===== src/rtl/fetch_pkg.sv =====
// Shared types and constants for the instruction fetch unit and its prefetch queue.
package fetch_pkg;
    typedef enum logic [1:0] {
        RUN  = 2'd0,
        HOLD = 2'd1,
        STOP = 2'd2
    } fetch_state_t;

    localparam logic [31:0] INST_NOP         = 32'h0;
    localparam logic [31:0] DEFAULT_RESET_PC = 32'h0000_0000;
    localparam int          ENTRY_W          = 64;

    typedef struct packed {
        logic [31:0] pc;
        logic [31:0] inst;
    } fetch_entry_t;

    function automatic logic [31:0] word_align(input logic [31:0] addr);
        return {addr[31:2], 2'b00};
    endfunction
endpackage


===== src/rtl/inst_fetch_unit_if.sv =====
// Fetch bus: instruction-memory read port, redirect request and decode handshake.
interface inst_fetch_unit_if;
    logic [31:0] imem_addr;
    logic [31:0] imem_data;
    logic        redirect;
    logic [31:0] redirect_pc;
    logic        if_valid;
    logic        if_ready;
    logic [31:0] if_inst;
    logic [31:0] if_pc;

    modport master (
        output imem_addr,
        input  imem_data,
        input  redirect,
        input  redirect_pc,
        output if_valid,
        input  if_ready,
        output if_inst,
        output if_pc
    );

    modport slave (
        input  imem_addr,
        output imem_data,
        output redirect,
        output redirect_pc,
        input  if_valid,
        output if_ready,
        input  if_inst,
        input  if_pc
    );
endinterface


===== src/rtl/fetch_queue.sv =====
// Generic synchronous FIFO with flush; head is read combinationally from storage.
// Latency: a push is visible at head the cycle after. Backpressure: push ignored when full, pop when empty.
// Flush dominates push and pop in the same cycle.
module fetch_queue #(
    parameter int DEPTH = 4,
    parameter int WIDTH = 64
) (
    input  logic             clk,
    input  logic             reset,
    input  logic             push,
    input  logic             pop,
    input  logic             flush,
    input  logic [WIDTH-1:0] din,
    output logic [WIDTH-1:0] head,
    output logic             empty,
    output logic             full
);
    localparam int AW = $clog2(DEPTH);

    logic [WIDTH-1:0] mem [DEPTH];
    logic [AW-1:0]    wr_ptr;
    logic [AW-1:0]    rd_ptr;
    logic [AW:0]      count;
    logic             do_push;
    logic             do_pop;

    assign empty   = (count == '0);
    assign full    = (count == (AW+1)'(DEPTH));
    assign do_push = push && !full;
    assign do_pop  = pop && !empty;
    assign head    = mem[rd_ptr];

    always_ff @(posedge clk or negedge reset) begin
        if (!reset) begin
            wr_ptr <= '0;
            rd_ptr <= '0;
            count  <= '0;
        end else if (flush) begin
            wr_ptr <= '0;
            rd_ptr <= '0;
            count  <= '0;
        end else begin
            if (do_push) wr_ptr <= wr_ptr + 1'b1;
            if (do_pop)  rd_ptr <= rd_ptr + 1'b1;
            count <= count + {{AW{1'b0}}, do_push} - {{AW{1'b0}}, do_pop};
        end
    end

    // Storage needs no reset: count gates everything read from it.
    always_ff @(posedge clk) begin
        if (do_push && !flush) mem[wr_ptr] <= din;
    end
endmodule


===== src/rtl/inst_fetch_unit.sv =====
// Fetch unit: owns fetch_pc, prefetches {pc, inst} into a queue and serves decode via if_valid/if_ready.
// Latency: fetch to if_valid 1 cycle; redirect target valid 2 cycles after the pulse.
// Backpressure: if_ready low fills the queue, then fetch holds; FETCH_PERF_CNT_EN adds perf counters.
module inst_fetch_unit
    import fetch_pkg::*;
#(
    parameter logic [31:0] RESET_PC    = DEFAULT_RESET_PC,
    parameter int          INST_WORDS  = 60,
    parameter int          QUEUE_DEPTH = 4
) (
    input  logic              clk,
    input  logic              reset,
    inst_fetch_unit_if.master fetch_bus,
    output logic              fetch_fault
`ifdef FETCH_PERF_CNT_EN
    ,
    output logic [31:0]       perf_fetched,
    output logic [31:0]       perf_stall
`endif
);
    localparam logic [29:0] WORD_LIMIT = 30'(INST_WORDS);

    fetch_state_t       state;
    fetch_state_t       state_nxt;
    logic [31:0]        fetch_pc;
    logic               push;
    logic               pop;
    logic               q_empty;
    logic               q_full;
    logic               in_range;
    fetch_entry_t       push_entry;
    fetch_entry_t       head_entry;
    logic [ENTRY_W-1:0] head_raw;

    assign in_range   = (fetch_pc[31:2] < WORD_LIMIT);
    assign push_entry = '{pc: fetch_pc, inst: fetch_bus.imem_data};
    assign head_entry = fetch_entry_t'(head_raw);

    assign fetch_bus.imem_addr = fetch_pc;
    assign fetch_bus.if_valid  = !q_empty;
    assign fetch_bus.if_inst   = q_empty ? INST_NOP : head_entry.inst;
    assign fetch_bus.if_pc     = q_empty ? 32'h0 : head_entry.pc;
    assign fetch_fault         = (state == STOP);

    // A redirect cancels any pop, even with if_ready high.
    assign pop = !q_empty && fetch_bus.if_ready && !fetch_bus.redirect;

    always_comb begin
        state_nxt = state;
        push      = 1'b0;
        if (fetch_bus.redirect) begin
            state_nxt = RUN;
        end else begin
            case (state)
                RUN: begin
                    if (q_full) begin
                        if (!pop) state_nxt = HOLD;
                    end else if (!in_range) begin
                        state_nxt = STOP;
                    end else begin
                        push = 1'b1;
                    end
                end
                HOLD:    if (pop) state_nxt = RUN;
                STOP:    state_nxt = STOP;
                default: state_nxt = RUN;
            endcase
        end
    end

    always_ff @(posedge clk or negedge reset) begin
        if (!reset) begin
            state    <= RUN;
            fetch_pc <= RESET_PC;
        end else begin
            state <= state_nxt;
            if (fetch_bus.redirect) fetch_pc <= word_align(fetch_bus.redirect_pc);
            else if (push)          fetch_pc <= fetch_pc + 32'd4;
        end
    end

    fetch_queue #(
        .DEPTH (QUEUE_DEPTH),
        .WIDTH (ENTRY_W)
    ) u_queue (
        .clk   (clk),
        .reset (reset),
        .push  (push),
        .pop   (pop),
        .flush (fetch_bus.redirect),
        .din   (push_entry),
        .head  (head_raw),
        .empty (q_empty),
        .full  (q_full)
    );

`ifdef FETCH_PERF_CNT_EN
    // Counters saturate and survive redirects; only reset clears them.
    always_ff @(posedge clk or negedge reset) begin
        if (!reset) begin
            perf_fetched <= '0;
            perf_stall   <= '0;
        end else begin
            if (push && perf_fetched != '1) perf_fetched <= perf_fetched + 32'd1;
            if ((state == HOLD || state == STOP) && perf_stall != '1) perf_stall <= perf_stall + 32'd1;
        end
    end
`endif
endmodule

===== src/flat_wrapper.sv =====
// flat-port wrapper written by rule: the top's interface ports become plain ports
module inst_fetch_unit_flat import fetch_pkg::*;
#(
    parameter logic [31:0] RESET_PC    = DEFAULT_RESET_PC,
    parameter int          INST_WORDS  = 60,
    parameter int          QUEUE_DEPTH = 4
)
  (clk, reset, fetch_fault, fetch_bus_imem_addr, fetch_bus_imem_data, fetch_bus_redirect, fetch_bus_redirect_pc, fetch_bus_if_valid, fetch_bus_if_ready, fetch_bus_if_inst, fetch_bus_if_pc);
  inst_fetch_unit_if fetch_bus_i ();
  input  logic clk;
  input  logic reset;
  output logic fetch_fault;
  output wire logic [$bits(fetch_bus_i.imem_addr)-1:0] fetch_bus_imem_addr;
  input wire logic [$bits(fetch_bus_i.imem_data)-1:0] fetch_bus_imem_data;
  input wire logic [$bits(fetch_bus_i.redirect)-1:0] fetch_bus_redirect;
  input wire logic [$bits(fetch_bus_i.redirect_pc)-1:0] fetch_bus_redirect_pc;
  output wire logic [$bits(fetch_bus_i.if_valid)-1:0] fetch_bus_if_valid;
  input wire logic [$bits(fetch_bus_i.if_ready)-1:0] fetch_bus_if_ready;
  output wire logic [$bits(fetch_bus_i.if_inst)-1:0] fetch_bus_if_inst;
  output wire logic [$bits(fetch_bus_i.if_pc)-1:0] fetch_bus_if_pc;
  assign fetch_bus_imem_addr = fetch_bus_i.imem_addr;
  assign fetch_bus_i.imem_data = fetch_bus_imem_data;
  assign fetch_bus_i.redirect = fetch_bus_redirect;
  assign fetch_bus_i.redirect_pc = fetch_bus_redirect_pc;
  assign fetch_bus_if_valid = fetch_bus_i.if_valid;
  assign fetch_bus_i.if_ready = fetch_bus_if_ready;
  assign fetch_bus_if_inst = fetch_bus_i.if_inst;
  assign fetch_bus_if_pc = fetch_bus_i.if_pc;
  inst_fetch_unit #(.RESET_PC(RESET_PC), .INST_WORDS(INST_WORDS), .QUEUE_DEPTH(QUEUE_DEPTH)) u_core (.clk(clk), .reset(reset), .fetch_bus(fetch_bus_i), .fetch_fault(fetch_fault));
endmodule

===== config.mk =====
export PLATFORM = sky130hd
export DESIGN_NAME = inst_fetch_unit_flat
export DESIGN_NICKNAME = d
export VERILOG_FILES = /design/src/rtl/fetch_pkg.sv /design/src/rtl/inst_fetch_unit_if.sv /design/src/rtl/fetch_queue.sv /design/src/rtl/inst_fetch_unit.sv /design/src/flat_wrapper.sv
export SDC_FILE = /design/constraint.sdc
export NUM_CORES = 1
export LEC_CHECK = 0
export ABC_AREA = 1
export BUFFER_PORTS_ARGS = -buffer_cell sky130_fd_sc_hd__buf_4
export CORE_MARGIN = 2
export CORE_UTILIZATION = 45
export CTS_CLUSTER_SIZE = 40
export DETAILED_ROUTE_END_ITERATION = 12
export GPL_ROUTABILITY_DRIVEN = 0
export PLACE_DENSITY_LB_ADDON = 0.2
export SYNTH_ARGS = -nofsm -noshare
export SYNTH_HDL_FRONTEND = slang
export SYNTH_SLANG_ARGS = --single-unit

===== constraint.sdc =====
create_clock -name clk -period 8.1 [get_ports clk]
set_input_delay 0 -clock clk [delete_from_list [all_inputs] [get_ports clk]]
set_output_delay 0 -clock clk [all_outputs]
set_load 0.02 [all_outputs]

Word-level counts from Yosys, hierarchy flattened. Memory sizes are Yosys's and may differ from the RTL's. Cells that the tools add are included.

Register bits after elaboration: 41. RAM bits: 256. Output and inout bits: 98. Memories: 1.

Memories: u_core.u_queue.mem (depth 4, bits a word 64, read ports 1, clocked after Yosys merged registers in 0, write ports 1, line fetch_queue.sv:20) `logic [WIDTH-1:0] mem [DEPTH];`.

Add/subtract/negate cells: 5. Magnitude comparators: 1. Equality and inequality tests: 6. Muxes and demuxes: 21. Reductions and logical operators: 14.

Operators with widths (count): $mux W32 (4); $add A32 B3 Y32 const B (1); $lt A30 B6 Y1 const B (1); $mux W2 (9); $ne A4 B4 Y1 const B (2); $mux W1 (6); $pmux W2 S3 (1); $reduce_bool A2 Y1 (3); $logic_and A1 B1 Y1 (5); $add A2 B1 Y2 const B (2); $add A3 B1 Y3 (1); $eq A3 B3 Y1 const B (1); $logic_not A1 Y1 (3); $logic_not A3 Y1 (1); $mux W3 (1); $ne A3 B3 Y1 const B (1); $reduce_and A3 Y1 (1); $sub A3 B1 Y3 (1); $eq A2 B1 Y1 const B (1); $eq A2 B2 Y1 const B (1); $logic_not A2 Y1 (1).

Depth between registers and ports, before layout.
Depth in word-level cells: 9. Depth in mapped cells: 13. Mapped depth without buffers: 13.

Modules after synthesis. Synthesis repeated with hierarchy kept, for this count alone.

Cell total of the unflattened synthesis: 1045. Area total of the unflattened synthesis: 12253.0 µm².

By module, submodules not included: fetch_queue (times used 1, cells an instance 682, area each 10038.4 µm²); inst_fetch_unit (times used 1, cells an instance 363, area each 2214.6 µm²).

Worst setup path before layout. Ideal clock, no wire load.

Path type: reg2reg. From: reg u_core.fetch_pc[24], in the netlist u_core.fetch_bus.imem_addr[24]. To: mem u_core.u_queue.mem[0][0] (enable). Arrival: 3689 ps. Required time: 7618 ps. Path slack: 3928 ps. Cell stages (with the launch flop): 6. Path buffers: 0. Clock period less this slack: 4172 ps. Cells stage by stage: dfrtp_1 -> nor2_1 -> nand3_1 -> nor2_4 -> nand4_2 -> nor2_1.

Word-level cells in the longest chain between the ends: 9.

RTL lines: start: declaration (line inst_fetch_unit.sv:25) `logic [31:0] fetch_pc;`; start signal: assignment (line inst_fetch_unit.sv:77) `if (fetch_bus.redirect) fetch_pc <= word_align(fetch_bus.redirect_pc);`; start signal: assignment (line inst_fetch_unit.sv:78) `else if (push) fetch_pc <= fetch_pc + 32'd4;`; $lt A30 B6 Y1 (line inst_fetch_unit.sv:35) `assign in_range = (fetch_pc[31:2] < WORD_LIMIT);`; $mux W1 (line inst_fetch_unit.sv:58) `end else if (!in_range) begin`; $mux W1 (line inst_fetch_unit.sv:56) `if (q_full) begin`; $mux W1 (line inst_fetch_unit.sv:54) `case (state)`; $mux W1 (line inst_fetch_unit.sv:51) `if (fetch_bus.redirect) begin`; $logic_and A1 B1 Y1 (line fetch_queue.sv:29) `assign do_push = push && !full;`; $logic_and A1 B1 Y1 (line fetch_queue.sv:51) `if (do_push && !flush) mem[wr_ptr] <= din;`; $mux W1 (line fetch_queue.sv:51); $mux W1 (not written as such) (line fetch_queue.sv:51); end: declaration (line fetch_queue.sv:20).

Every way passes these cells.

Final worst setup path.
From: reg u_core.u_queue.rd_ptr[1]. To: out fetch_bus_if_pc[12].

Word-level cells in the longest chain between the ends: 2.

RTL lines: start: declaration (line fetch_queue.sv:22) `logic [AW-1:0] rd_ptr;`; start signal: assignment (line fetch_queue.sv:44) `if (do_pop) rd_ptr <= rd_ptr + 1'b1;`; $mem_v2 Z4 W64; $mux W32 (line inst_fetch_unit.sv:42) `assign fetch_bus.if_pc = q_empty ? 32'h0 : head_entry.pc;`; end: declaration (line flat_wrapper.sv:20) `output wire logic [$bits(fetch_bus_i.if_pc)-1:0] fetch_bus_if_pc;`.

Every way passes these cells.

==> flow_summary.ini <==
[outcome]
status = completed

[floorplan]
start_util = 0.4605
die-area_mm2 = 0.02715
dieWidth_um = 164.8
coreArea_mm2 = 0.02525
num_rows = 58
ios = 166
die_y_um = 164.8

[global_route]
antenna_found_initial = 0
grt_max_degree = 126
grt_pass1_vias = 7909
grt_pass1_wl_mm = 40.97
gr-total-overflow = 0
grt.total_usage = 0.1966

[yosys]
ys_seq_elements = 287
syn_area_mm2 = 0.01163
yosysTopAreaCellShare = 0.6403
seq_area_frac_synth = 0.7243
postSynthCellCount = 983
yosys.cell_types.count = 33
synth.avg_cell_area_um2 = 11.83
synth_top_cell_by_area = edfxtp_1
synthTopCellsByArea = edfxtp_1 64%, nor2_1 9.4%, dfrtp_1 8.4%
yosysWarnings = 0

[worst_setup_path]
cp.required_ps = 8100
cp-end-kind = primary output
start_kind = flop
cpMostUsedCell = buf_4
crit_buf_inv = 4
crit_path_max_fanout = 63
worstPathArrival_ps = 3240
cpLargestDelayFamily = buffers and inverters
crit_type = flop to primary output
cp_slowest_cell = buf_4
max_stage_delay_ps = 680
path_cells = buf_4, inv_2, buf_4, nor2_1, o21ai_0, a21oi_1, buf_4

[drt]
drtIter0Drc = 480
route.detailed.drc = 0
vias = 8024
vias_per_cell = 5.072
finalWirelength_mm = 26.64
wl_per_cell_um = 16.84
ant_nets = 0
dr.pass1.iters = 5

[place]
dpl.hpwl_mm = 13.35
io_buffers = 159
place_area_mm2 = 0.01304

[timing]
worst-slew-pin-transition_ps = 1136
fin_skew_ps = 9.157
period_share = 0.3994
relSlewSlack = 0.2425
max_freq_ghz = 0.3091
maxSlewViolCount = 0
hold_violations = 0
holdWs_ps = 196.9
setup_tns_ps = 0
timing.final.crit_period_ps = 3235
rsz0062_at_grt = false
setup_viol = 0

[power_and_ir_drop]
power.total_w = 0.003074
p_leak_nw = 5.706
power.density_mw_per_mm2 = 205.4
ir_worst_vdd_v = 0.0001296

[min_path]
holdCritPathClass = input port to flop

[cts]
insertion_delay_ps = 550
clk_pin_slew_ps = 60
cts_tree = yes
post_cts_buffers = 0
clockRootBuffer = clkbuf_16
cts.hold.buffers_added = 101
clkSinkCount = 287
cts_resized = 0
max-clock-path-buffers = 3
cts_max_level = 1
cts_buffers = 31

[cells_and_area]
fin_area_mm2 = 0.01496
seqCellArea_mm2 = 0.008428
final_nets = 1305
nFillCells = 2068
multiInputGateArea_mm2 = 0.002844
insertedDiodeCount = 0
finalCoreUtilization = 0.5924
drive_gt1_frac = 0.1933
syn2layout_area_growth_pct = 28.64

[flow_run]
max_cap_violations = 0
[cells in the mapped netlist (all sizes together)]
library cell,n
edfxtp,248
nand2,71
nand3,26
conb,1
fa,1
xor2,2
nand4,4
inv,25
nor2,296
o21ai,135
dfrtp,39
ha,7
clkbuf,27
a31oi,1
or2,1
a21oi,65
buf,32
xnor2,2
[worst paths after layout]
kind | from | end | slack (ps) | depth (start not counted)
max | u_core.u_queue.rd_ptr[1]$_DFFE_PN0P_ | fetch_bus_if_pc[12] | 4860 | 7
min | fetch_bus_imem_data[1] | u_core.u_queue.mem[2][1]$_DFFE_PP_ | 200 | 2
max reg2reg | u_core.fetch_bus.imem_addr[24]$_DFFE_PN0N_ | u_core.u_queue.mem[0][36]$_DFFE_PP_ | 4990 | 6
min reg2reg | u_core.fetch_bus.imem_addr[9]$_DFFE_PN0N_ | u_core.u_queue.mem[3][41]$_DFFE_PP_ | 550 | 0
max in group asynchronous | reset | u_core.u_queue.rd_ptr[0]$_DFFE_PN0P_ | 7370 | 4
min in group asynchronous | reset | u_core.fetch_bus.imem_addr[18]$_DFFE_PN0N_ | 510 | 4
[flip-flops by register name (all words and copies together) (netlist names)]
register / flops
u_core.u_queue.rd_ptr: 2
u_core.state: 2
u_core.fetch_bus.imem_addr: 30
u_core.u_queue.count: 3
u_core.u_queue.mem: 248
u_core.u_queue.wr_ptr: 2
[per-stage QoR]
step / cells / setup slack [ps]
final: 1582 / 4865
after global routing: 1582 / 4608
after detailed placement: 1425 / 4897
after floorplan: 986 / 3928
after global placement: 1425 / 4919
after CTS: 1582 / 4763
[layer usage]
layer / vias up / global-route usage / share of wire
met2: 207 / 0.3402 / 0.49
met3: 42 / 0.02788 / 0.051
li1: 3884 / - / -
met1: 3891 / 0.2619 / 0.44
met4: 0 / 0.05296 / 0.017
met5: - / 0 / 0
[power breakdown]
part,internal (W),switching [W],leakage (nW)
logic,0.0000899,0.0000771,2.55
clock network,0.000698,0.000543,0.441
registers,0.00163,0.0000345,2.71
[cells in the final DEF (no fill, tap or decap), types with 7 or more instances in the layout]
| master | n |
|---|---|
| clkinv_2 | 8 |
| nor2_1 | 287 |
| clkbuf_16 | 31 |
| o21ai_1 | 23 |
| nor2_4 | 7 |
| nand3_1 | 16 |
| nand2_1 | 68 |
| o21ai_0 | 112 |
| dfrtp_1 | 37 |
| a21oi_1 | 65 |
| inv_1 | 22 |
| dlygate4sd3_1 | 100 |
| buf_4 | 168 |
| edfxtp_1 | 248 |
| nand3_2 | 9 |
| ha_1 | 7 |
| clkinv_1 | 7 |
[logic make-up (layout without fill, tap and decap cells)]
family          count (synthesis)  count (layout)  share of synthesized area
xor+xnor                        4               4                   0.003013
flops                         287             287                     0.7243
simple gates                  398             398                     0.1418
other cells                     1               4                  0.0003224
buf+inv                        84             350                    0.03475
fa+ha+maj                       8               8                   0.009252
compound gates                201             201                    0.08661
[cell type report]
class / count / share of cell area
clock buffer: 37 / 0.05336
clock inverter: 19 / 0.006607
inverter: 25 / 0.006440
multi-input combinational: 615 / 0.1901
sequential: 287 / 0.5634
tap: 330 / 0.02760
timing repair buffer: 269 / 0.1525
No activity file was read; power rests on OpenSTA's default activity.
